===== config.mk =====
export PLATFORM = sky130hd
export DESIGN_NAME = audio_mixer
export DESIGN_NICKNAME = d
export VERILOG_FILES = /design/src/rtl/audio_mixer_pkg.sv /design/src/rtl/audio_mixer_gain_mul.sv /design/src/rtl/audio_mixer.sv
export SDC_FILE = /design/constraint.sdc
export NUM_CORES = 2
export LEC_CHECK = 0
export ABC_AREA = 1
export CAP_MARGIN = 20
export CORE_UTILIZATION = 30
export CTS_CLUSTER_SIZE = 16
export DETAILED_ROUTE_END_ITERATION = 10
export HOLD_SLACK_MARGIN = 0.1
export PLACE_DENSITY = 0.54
export SYNTH_ARGS = -nofsm -noshare
export SYNTH_HDL_FRONTEND = slang
export SYNTH_SLANG_ARGS = --single-unit

===== constraint.sdc =====
create_clock -name clk -period 14.4 [get_ports clk]
set_input_delay 2.16 -clock clk [delete_from_list [all_inputs] [get_ports clk]]
set_output_delay 2.16 -clock clk [all_outputs]
set_load 0.1 [all_outputs]

===== src/rtl/audio_mixer_pkg.sv =====
// Shared definitions for the audio mixer: default widths, unity gain helper,
// FSM state type and an index-width helper.
package audio_mixer_pkg;

  localparam int unsigned DEF_NCH    = 4;
  localparam int unsigned DEF_IN_W   = 16;
  localparam int unsigned DEF_GAIN_W = 8;
  localparam int unsigned DEF_OUT_W  = 24;

  typedef enum logic [1:0] {
    ST_IDLE   = 2'd0,
    ST_ACC    = 2'd1,
    ST_MASTER = 2'd2,
    ST_SAT    = 2'd3
  } mix_state_e;

  // Unity gain for a given gain width: 2**(gw-1).
  function automatic int unsigned unity_gain(input int unsigned gw);
    return 1 << (gw - 1);
  endfunction

  // Width of a counter that indexes n channels (at least 1 bit).
  function automatic int unsigned idx_width(input int unsigned n);
    return (n > 1) ? $clog2(n) : 1;
  endfunction

endpackage


===== src/rtl/audio_mixer_gain_mul.sv =====
// audio_gain_mul: signed sample times unsigned gain, rescaled so that
// gain 2**(GW-1) is unity. Arithmetic shift, floor behaviour.
//   x  in  W       signed sample
//   g  in  GW      unsigned gain
//   y  out W+GW+1  signed (x*{0,g}) >>> (GW-1)
module audio_gain_mul #(
  parameter int unsigned W  = 16,
  parameter int unsigned GW = 8
) (
  input  logic signed [W-1:0]  x,
  input  logic        [GW-1:0] g,
  output logic signed [W+GW:0] y
);

  logic signed [W+GW:0] xe;
  logic signed [W+GW:0] ge;
  logic signed [W+GW:0] p;

  always_comb begin
    xe = (W+GW+1)'(x);
    ge = $signed((W+GW+1)'(g));
    p  = xe * ge;
    y  = p >>> (GW - 1);
  end

endmodule


===== src/rtl/audio_mixer.sv =====
// audio_mixer: N-channel stereo mixer with per-channel gain/mute, serial
// accumulation, master gain, saturation to IN_W+1 bits and left-aligned
// OUT_W output words.
//   clk, rst_n      clock, asynchronous active-low reset
//   next_sample     strobe that snapshots inputs and starts a mix
//   ch_left/right   packed signed samples, channel k at [k*IN_W +: IN_W]
//   ch_gain/mute    per-channel gain (both sides) and mute
//   master_gain     gain on the summed mix
//   clip_clear      clears the sticky flags
//   out_left/right  left-aligned mixed words, held between mixes
//   out_valid       one-cycle pulse on update
//   busy            state != IDLE
//   clip_l/r, overrun  sticky flags
module audio_mixer
  import audio_mixer_pkg::*;
#(
  parameter int unsigned NCH    = DEF_NCH,
  parameter int unsigned IN_W   = DEF_IN_W,
  parameter int unsigned GAIN_W = DEF_GAIN_W,
  parameter int unsigned OUT_W  = DEF_OUT_W
) (
  input  logic                     clk,
  input  logic                     rst_n,
  input  logic                     next_sample,
  input  logic [NCH*IN_W-1:0]      ch_left,
  input  logic [NCH*IN_W-1:0]      ch_right,
  input  logic [NCH*GAIN_W-1:0]    ch_gain,
  input  logic [NCH-1:0]           ch_mute,
  input  logic [GAIN_W-1:0]        master_gain,
  input  logic                     clip_clear,
  output logic [OUT_W-1:0]         out_left,
  output logic [OUT_W-1:0]         out_right,
  output logic                     out_valid,
  output logic                     busy,
  output logic                     clip_l,
  output logic                     clip_r,
  output logic                     overrun
);

  localparam int unsigned ACC_W = IN_W + GAIN_W + $clog2(NCH) + 1;
  localparam int unsigned PW    = IN_W + GAIN_W + 1;
  localparam int unsigned MW    = ACC_W + GAIN_W + 1;
  localparam int unsigned SW    = IN_W + 1;
  localparam int unsigned IDX_W = idx_width(NCH);
  localparam logic [IDX_W-1:0] LAST_IDX = IDX_W'(NCH - 1);
  localparam logic signed [MW-1:0] SAT_MAX = {{(MW-IN_W){1'b0}}, {IN_W{1'b1}}};
  localparam logic signed [MW-1:0] SAT_MIN = {{(MW-IN_W){1'b1}}, {IN_W{1'b0}}};

  mix_state_e               state_q;
  logic [IDX_W-1:0]         idx_q;
  logic [NCH*IN_W-1:0]      left_q, right_q;
  logic [NCH*GAIN_W-1:0]    gain_q;
  logic [NCH-1:0]           mute_q;
  logic [GAIN_W-1:0]        mgain_q;
  logic signed [ACC_W-1:0]  acc_l_q, acc_r_q;
  logic [OUT_W-1:0]         out_l_q, out_r_q;
  logic                     valid_q, clip_l_q, clip_r_q, overrun_q;

  logic signed [IN_W-1:0]   sel_l, sel_r;
  logic [GAIN_W-1:0]        sel_g;
  logic                     sel_m;
  logic signed [PW-1:0]     prod_l, prod_r;
  logic signed [ACC_W-1:0]  acc_l_d, acc_r_d;
  logic signed [MW-1:0]     m_l, m_r;
  logic [SW-1:0]            clamp_l, clamp_r;
  logic                     sat_l, sat_r;
  logic [OUT_W-1:0]         out_l_d, out_r_d;

  // Channel mux over the snapshot, driven by idx.
  always_comb begin
    sel_l = '0;
    sel_r = '0;
    sel_g = '0;
    sel_m = 1'b0;
    for (int unsigned k = 0; k < NCH; k++) begin
      if (idx_q == IDX_W'(k)) begin
        sel_l = left_q[k*IN_W +: IN_W];
        sel_r = right_q[k*IN_W +: IN_W];
        sel_g = gain_q[k*GAIN_W +: GAIN_W];
        sel_m = mute_q[k];
      end
    end
  end

  audio_gain_mul #(.W(IN_W), .GW(GAIN_W)) u_ch_l (.x(sel_l), .g(sel_g), .y(prod_l));
  audio_gain_mul #(.W(IN_W), .GW(GAIN_W)) u_ch_r (.x(sel_r), .g(sel_g), .y(prod_r));
  audio_gain_mul #(.W(ACC_W), .GW(GAIN_W)) u_mst_l (.x(acc_l_q), .g(mgain_q), .y(m_l));
  audio_gain_mul #(.W(ACC_W), .GW(GAIN_W)) u_mst_r (.x(acc_r_q), .g(mgain_q), .y(m_r));

  always_comb begin
    acc_l_d = acc_l_q + (sel_m ? '0 : ACC_W'(prod_l));
    acc_r_d = acc_r_q + (sel_m ? '0 : ACC_W'(prod_r));

    sat_l   = (m_l > SAT_MAX) || (m_l < SAT_MIN);
    sat_r   = (m_r > SAT_MAX) || (m_r < SAT_MIN);
    clamp_l = (m_l > SAT_MAX) ? SAT_MAX[SW-1:0] :
              (m_l < SAT_MIN) ? SAT_MIN[SW-1:0] : m_l[SW-1:0];
    clamp_r = (m_r > SAT_MAX) ? SAT_MAX[SW-1:0] :
              (m_r < SAT_MIN) ? SAT_MIN[SW-1:0] : m_r[SW-1:0];

    out_l_d = OUT_W'(clamp_l) << (OUT_W - SW);
    out_r_d = OUT_W'(clamp_r) << (OUT_W - SW);
  end

  // Master gain and clamp are evaluated combinationally from the MASTER
  // state and registered on its exit edge, so the outputs and the
  // out_valid pulse are visible for exactly the SAT cycle.
  always_ff @(posedge clk or negedge rst_n) begin
    if (!rst_n) begin
      state_q   <= ST_IDLE;
      idx_q     <= '0;
      left_q    <= '0;
      right_q   <= '0;
      gain_q    <= '0;
      mute_q    <= '0;
      mgain_q   <= '0;
      acc_l_q   <= '0;
      acc_r_q   <= '0;
      out_l_q   <= '0;
      out_r_q   <= '0;
      valid_q   <= 1'b0;
      clip_l_q  <= 1'b0;
      clip_r_q  <= 1'b0;
      overrun_q <= 1'b0;
    end else begin
      valid_q <= 1'b0;
      // Clears come first so a same-cycle set below takes precedence.
      if (clip_clear) begin
        clip_l_q  <= 1'b0;
        clip_r_q  <= 1'b0;
        overrun_q <= 1'b0;
      end
      if (next_sample && (state_q != ST_IDLE)) overrun_q <= 1'b1;

      case (state_q)
        ST_IDLE: begin
          if (next_sample) begin
            left_q  <= ch_left;
            right_q <= ch_right;
            gain_q  <= ch_gain;
            mute_q  <= ch_mute;
            mgain_q <= master_gain;
            acc_l_q <= '0;
            acc_r_q <= '0;
            idx_q   <= '0;
            state_q <= ST_ACC;
          end
        end
        ST_ACC: begin
          acc_l_q <= acc_l_d;
          acc_r_q <= acc_r_d;
          idx_q   <= idx_q + IDX_W'(1);
          if (idx_q == LAST_IDX) state_q <= ST_MASTER;
        end
        ST_MASTER: begin
          out_l_q <= out_l_d;
          out_r_q <= out_r_d;
          valid_q <= 1'b1;
          if (sat_l) clip_l_q <= 1'b1;
          if (sat_r) clip_r_q <= 1'b1;
          state_q <= ST_SAT;
        end
        ST_SAT:  state_q <= ST_IDLE;
        default: state_q <= ST_IDLE;
      endcase
    end
  end

  assign out_left  = out_l_q;
  assign out_right = out_r_q;
  assign out_valid = valid_q;
  assign busy      = (state_q != ST_IDLE);
  assign clip_l    = clip_l_q;
  assign clip_r    = clip_r_q;
  assign overrun   = overrun_q;

endmodule


-- Word level (Yosys, flattened, before mapping)
Cells that the tools add are included.
- add/sub/neg operators: 3
- $mul: 4
- $lt $le $gt $ge: 4
- equal/unequal tests: 8
- mux-type cells: 39
- reductions and logical operators: 11
- operator list (operator ; number):
    $mux W16 ; 8
    $pmux W27 S2 ; 2
    $mux W27 ; 3
    $mul A27 B9 Y36 ; 2
    $mux W17 ; 4
    $gt A29 B17 Y1 const B ; 2
    $lt A29 B17 Y1 const B ; 2
    $add A27 B27 Y27 ; 2
    $mul A16 B9 Y25 ; 2
    $mux W8 ; 4
    $mux W1 ; 13
    $eq A2 B2 Y1 const B ; 4
    $pmux W2 S4 ; 1
    $mux W2 ; 3
    $reduce_and A2 Y1 ; 3
    $reduce_bool A2 Y1 ; 3
    $eq A2 B1 Y1 const B ; 2
    $logic_not A2 Y1 ; 2
    $ne A2 B2 Y1 const B ; 2
    $pmux W2 S2 ; 1
    $add A2 B1 Y2 const B ; 1
    $logic_or A1 B1 Y1 ; 2
    $logic_and A1 B1 Y1 ; 1
- register bits: 268
- bits of input ports: 176
- output and inout bits: 53
- logic and storage cells: 84

-- Logic depth before layout (Yosys ltp)
- word-level depth: 9
- depth in mapped cells: 49
- depth with buffers taken out: 46

-- Modules after synthesis
A second synthesis with hierarchy kept.
- cell total of the unflattened synthesis: 5820
- area total of the unflattened synthesis: 42324.3 um2
- modules (own cells, without submodules) (module ; instances ; cells an instance ; area an instance (um2) ; sequential area each (um2)):
    audio_mixer ; 1 ; 2012 ; 16034.1 ; 6706.4
    audio_gain_mul (u_ch_l ...) ; 2 ; 714 ; 5013.6 ; 0.0
    audio_gain_mul (u_mst_l) ; 1 ; 1193 ; 8141.6 ; 0.0
    audio_gain_mul (u_mst_r) ; 1 ; 1187 ; 8121.5 ; 0.0

-- Worst setup path after synthesis
OpenSTA, ideal clock, no wires.
- kind: flip-flop to flip-flop
- from: register idx_q[0]
- to: register acc_r_q[26]
- setup time: 0.117 ns
- arrival: 7.427 ns
- required time: 14.283 ns
- slack: 6.855 ns
- cell stages (with the launch flop): 44
- buffers on the path: 3
- cell sequence: dfrtp_1 > inv_1 > ha_1 > buf_2 > buf_1 > a21oi_1 > a22oi_1 > clkinv_1 > clkbuf_1 > nand2_1 > fa_1 > fa_1 > inv_1 > fa_1 > inv_1 > fa_1 > inv_1 > ha_1 > [8 not listed] > inv_1 > o21ai_1 > xnor2_1 > nor2_1 > ha_1 > a21oi_1 > o221ai_1 > nand2_1 > nand3_1 > nand3_1 > nand2_1 > nand2_1 > inv_1 > or2_2 > a21oi_1 > nand3_1 > nand3_1 > nand2_1
- longest elaborated chain between the ends: 9
- elaborated cells between the ends (all ways): 20
- ends and longest elaborated chain (item ; RTL line ; source):
    start: declaration ; audio_mixer.sv:50 ; logic [IDX_W-1:0] idx_q;
    start signal: assignment ; audio_mixer.sv:152 ; idx_q <= idx_q + IDX_W'(1);
    $logic_not A2 Y1 ; audio_mixer.sv:76 ; if (idx_q == IDX_W'(k)) begin
    $mux W16 or $mux W8 (tied branches) (4 in a row) ; audio_mixer.sv:76 ;
    $mul A16 B9 Y25 ; audio_mixer_gain_mul.sv:22 ; p = xe * ge;
    $mux W27 * ; audio_mixer.sv:92 ; acc_r_d = acc_r_q + (sel_m ? '0 : ACC_W'(prod_r));
    $add A27 B27 Y27 * ; audio_mixer.sv:92 ;
    $pmux W27 S2 * ; audio_mixer.sv:135 ; case (state_q)
    end signal: assignment ; audio_mixer.sv:151 ; acc_r_q <= acc_r_d;
    end: declaration ; audio_mixer.sv:55 ; logic signed [ACC_W-1:0] acc_l_q, acc_r_q;
Every way passes the cells marked *; elsewhere a longest branch is shown, timed or not.
A chain may end at the register's enable or synchronous reset.

-- Worst setup path after layout
- from: register idx_q[1]
- to: register acc_r_q[20]
The elaborated chain is that of the path after synthesis.

==> run summary <==
OUTCOME
---------------------------------------------------------------------------------
Run status .........................................................    completed

STA
---------------------------------------------------------------------------------
Hold Violations, Final .............................................            0
Final critical-path setup slack ....................................      5055 ps
Final Slew Violations ..............................................            0
Post-Route Skew ....................................................     33.99 ps
Slew headroom ......................................................       31.00%
Final-report setup violation count .................................            0
Transition at the pin with the smallest max-transition slack .......      1032 ps
Post-route minimum period ..........................................      9345 ps
Setup TNS Final ....................................................         0 ps
Share of the clock period used by the worst path after layout ......       64.90%
Maximum achievable frequency .......................................   0.1070 GHz
Unrepaired setup endpoints after global routing ....................           no

CLOCK NETWORK
---------------------------------------------------------------------------------
Later-pin clock latency in the skew report .........................       620 ps
Number of cells upsized or downsized after cts .....................            0
Worst-case clock buffer depth ......................................            3
Maximum level of the CTS H-tree ....................................            2
Quantity of hold-fixing buffers added after cts ....................            0
# clock sinks ......................................................          268
Cts bufs inserted ..................................................           39
Number of post-CTS setup repair buffers ............................            0
CTS tree ...........................................................          yes
CTS clock-pin slew for the worst setup and hold paths ..............        60 ps
Clock root buffer .................................................. sky130_fd_sc_hd__clkbuf_16

GRT
---------------------------------------------------------------------------------
Initial antenna violation count ....................................            8
Global route overflow ..............................................            0
First-pass GRT wire length .........................................    180300 um
Combined global-route utilization of all metal layers ..............       16.93%
Maximum number of pins on one net before global-route repair .......           87
Via count of the first global-routing pass .........................       34.00k

FLOORPLANNING
---------------------------------------------------------------------------------
Area inside the core boundary ...................................... 0.1303 sq mm
Rows ...............................................................          132
Initial Utilization ................................................       30.40%
Die Width ..........................................................     365.4 um
DIE AREA ........................................................... 0.1335 sq mm
Ports ..............................................................          229
Die height .........................................................     365.4 um

DETAILED ROUTING
---------------------------------------------------------------------------------
DR iter-0 viols ....................................................         1909
Drt via density ....................................................        4.595
Routed vias ........................................................       32.09k
Antenna viol nets, final ...........................................            0
Detailed-route wire length per cell ................................     15.60 um
# DRC ..............................................................            0
Total wire length ..................................................    109000 um
Number of detailed-route iterations in the first pass ..............            8

CELLS AND AREA
---------------------------------------------------------------------------------
Commonest cells after routing, fill and taps aside ................. 1259 x sky130_fd_sc_hd__inv_1, 1184 x sky130_fd_sc_hd__nand2_1, 538 x sky130_fd_sc_hd__fa_1, 310 x sky130_fd_sc_hd__a21oi_1, 277 x sky130_fd_sc_hd__ha_1
Fill cell count ....................................................       13.85k
Net count of the finished layout ...................................         6199
Layout area overhead ...............................................       12.56%
Combined area of the multi-input logic cells ....................... 0.02720 sq mm
Most common library cell in the layout ignoring fill and taps ...... sky130_fd_sc_hd__inv_1
Fraction of layout cells with a size suffix above 1 ................       6.514%
Area used by sequential logic in the layout ........................ 0.006716 sq mm

YOSYS
---------------------------------------------------------------------------------
Largest cells by area after synthesis .............................. sky130_fd_sc_hd__fa_1 27%, sky130_fd_sc_hd__dfrtp_1 17%, sky130_fd_sc_hd__inv_1 12%, sky130_fd_sc_hd__nand2_1 11%, sky130_fd_sc_hd__ha_1 8.8%
Post-synth cell types ..............................................           71
Most instantiated flip-flop cell in the synthesis netlist .......... sky130_fd_sc_hd__dfrtp_1
Sequential share of the synthesized area ...........................       16.93%
Warnings, synthesis ................................................            0
Number of synthesized flops with an enable pin .....................            0
Number of standard cells after synthesis ...........................         5123
Cell Area, Synth ................................................... 0.03961 sq mm
Cell type with the largest total area after synthesis .............. sky130_fd_sc_hd__fa_1
Register bit count reported by yosys ...............................          268
Share of the synthesized area in the top cell type .................       27.19%
Syn Area/Cell ......................................................  7.732 sq um
Share of flip-flops with an asynchronous set or reset ..............       100.0%

SETUP PATH
---------------------------------------------------------------------------------
Launching element type of the critical path ........................         flop
Classification of the worst setup path .............................   reg -> reg
Slowest stage cell on the critical path ............................ sky130_fd_sc_hd__clkinv_1
Critical Path RT ...................................................     14870 ps
Worst setup EP type ................................................         flop
Worst endpoint data arrival time ...................................      9820 ps
Crit-path max FO ...................................................           43
Number of buffer and inverter instances along the worst setup path .           10
Most used cell along the critical path ............................. sky130_fd_sc_hd__nand2_1
Kind of cell adding the most delay to the critical path ............  adder cells
Maximum single-stage delay on the critical path ....................       950 ps

PLACE
---------------------------------------------------------------------------------
Sum of net half-perimeters after detailed placement ................     86380 um
Number of I/O port buffers .........................................          214
Pre-CTS worst setup slack ..........................................      5214 ps
Final weighted congestion of routability-driven global placement ...       0.8766

MIN PATH
---------------------------------------------------------------------------------
Worst min-delay path category ......................................   reg -> reg

JOB
---------------------------------------------------------------------------------
Max-Cap Viols ......................................................            0

[sequential cells by signal, summed over array words and instances (netlist names)]
name	count
out_right	17
clip_l	1
left_q	64
out_valid	1
clip_r	1
out_left	17
idx_q	2
overrun	1
acc_l_q	27
state_q	2
acc_r_q	27
mute_q	4
right_q	64
mgain_q	8
gain_q	32
[worst min-delay path: stages, from the launching register on]
cell	delay [ps]
sky130_fd_sc_hd__dfrtp_1	340
sky130_fd_sc_hd__nand2_1	50
sky130_fd_sc_hd__nand2_1	50
[cell families (layout without fill, tap and decap cells)]
family | Yosys count | in the layout | share of synthesized area (%)
other cells | 1 | 21 | 0.009467
fa+ha+maj | 818 | 818 | 36.04
xor+xnor | 83 | 83 | 1.883
mux | 143 | 143 | 4.065
simple gates | 1703 | 1703 | 17.58
flops | 268 | 268 | 16.93
buf+inv | 1488 | 1587 | 14.58
compound gates | 619 | 619 | 8.917
[worst paths after layout]
kind / from / endpoint / slack, ps / cells after the start
min in group asynchronous: rst_n / overrun$_DFFE_PN0P_ / 1610 / 1
worst min register to register: out_right[11]$_DFFE_PN0P_ / out_right[11]$_DFFE_PN0P_ / 480 / 2
worst max-delay path: idx_q[1]$_DFFE_PN0P_ / acc_r_q[20]$_DFFE_PN0P_ / 5050 / 41
worst min-delay path: out_right[11]$_DFFE_PN0P_ / out_right[11]$_DFFE_PN0P_ / 480 / 2
max in group asynchronous: rst_n / mgain_q[0]$_DFFE_PN0P_ / 11430 / 2
worst max register to register: idx_q[1]$_DFFE_PN0P_ / acc_r_q[20]$_DFFE_PN0P_ / 5050 / 41
[metrics by stage]
| stage | hold WS [ps] | util, % | cell area [sq um] | cells |
|---|---|---|---|---|
| after detailed placement | 468.2 | 33.17 | 43220 | 6905 |
| after floorplan | 473.9 | - | 39660 | 5136 |
| after CTS | 485.0 | 34.18 | 44540 | 6976 |
| after global placement | 469.1 | 33.17 | 43220 | 6905 |
| after global routing | 506.3 | 34.21 | 44580 | 6983 |
| final | 477.7 | 34.21 | 44590 | 6984 |
[per-layer routing]
metal | share of wire (%) | up-vias | GRT usage [%]
li1 | - | 15560 | -
met1 | 43 | 15770 | 21.11
met2 | 51 | 608 | 30.30
met3 | 3.8 | 152 | 1.722
met4 | 3.0 | 0 | 5.694
met5 | 0 | - | 0
[Yosys cell counts (10+ instances only)]
| cell | instances |
|---|---|
| sky130_fd_sc_hd__xor2_1 | 50 |
| sky130_fd_sc_hd__nand4_1 | 36 |
| sky130_fd_sc_hd__nand2_2 | 26 |
| sky130_fd_sc_hd__o21a_1 | 11 |
| sky130_fd_sc_hd__buf_1 | 35 |
| sky130_fd_sc_hd__mux2_2 | 143 |
| sky130_fd_sc_hd__o21ai_1 | 16 |
| sky130_fd_sc_hd__nor3_1 | 26 |
| sky130_fd_sc_hd__nand3_1 | 108 |
| sky130_fd_sc_hd__a31oi_1 | 10 |
| sky130_fd_sc_hd__clkbuf_1 | 139 |
| sky130_fd_sc_hd__o31ai_1 | 11 |
| sky130_fd_sc_hd__a21oi_1 | 310 |
| sky130_fd_sc_hd__o21bai_1 | 11 |
| sky130_fd_sc_hd__a21oi_2 | 10 |
| sky130_fd_sc_hd__dfrtp_1 | 268 |
| sky130_fd_sc_hd__buf_4 | 22 |
| sky130_fd_sc_hd__fa_1 | 538 |
| sky130_fd_sc_hd__a22oi_1 | 26 |
| sky130_fd_sc_hd__xnor2_1 | 32 |
| sky130_fd_sc_hd__nor2_1 | 274 |
| sky130_fd_sc_hd__inv_1 | 1260 |
| sky130_fd_sc_hd__o21ai_0 | 150 |
| sky130_fd_sc_hd__a21o_1 | 11 |
| sky130_fd_sc_hd__ha_1 | 280 |
| sky130_fd_sc_hd__nand2_1 | 1185 |
[area by class of cell]
cell class / instances / share of cell area, %
antenna: 7 / 0.03929
clock buffer: 49 / 2.408
clock inverter: 22 / 0.5444
inverter: 1274 / 10.73
multi-input combinational: 3380 / 61.00
sequential: 268 / 15.06
tap: 1742 / 4.889
timing repair buffer: 242 / 5.326
Power is left out: the tool's default activity adds up to more than one toggle a clock period on the data nets, which glitch-free logic cannot reach.
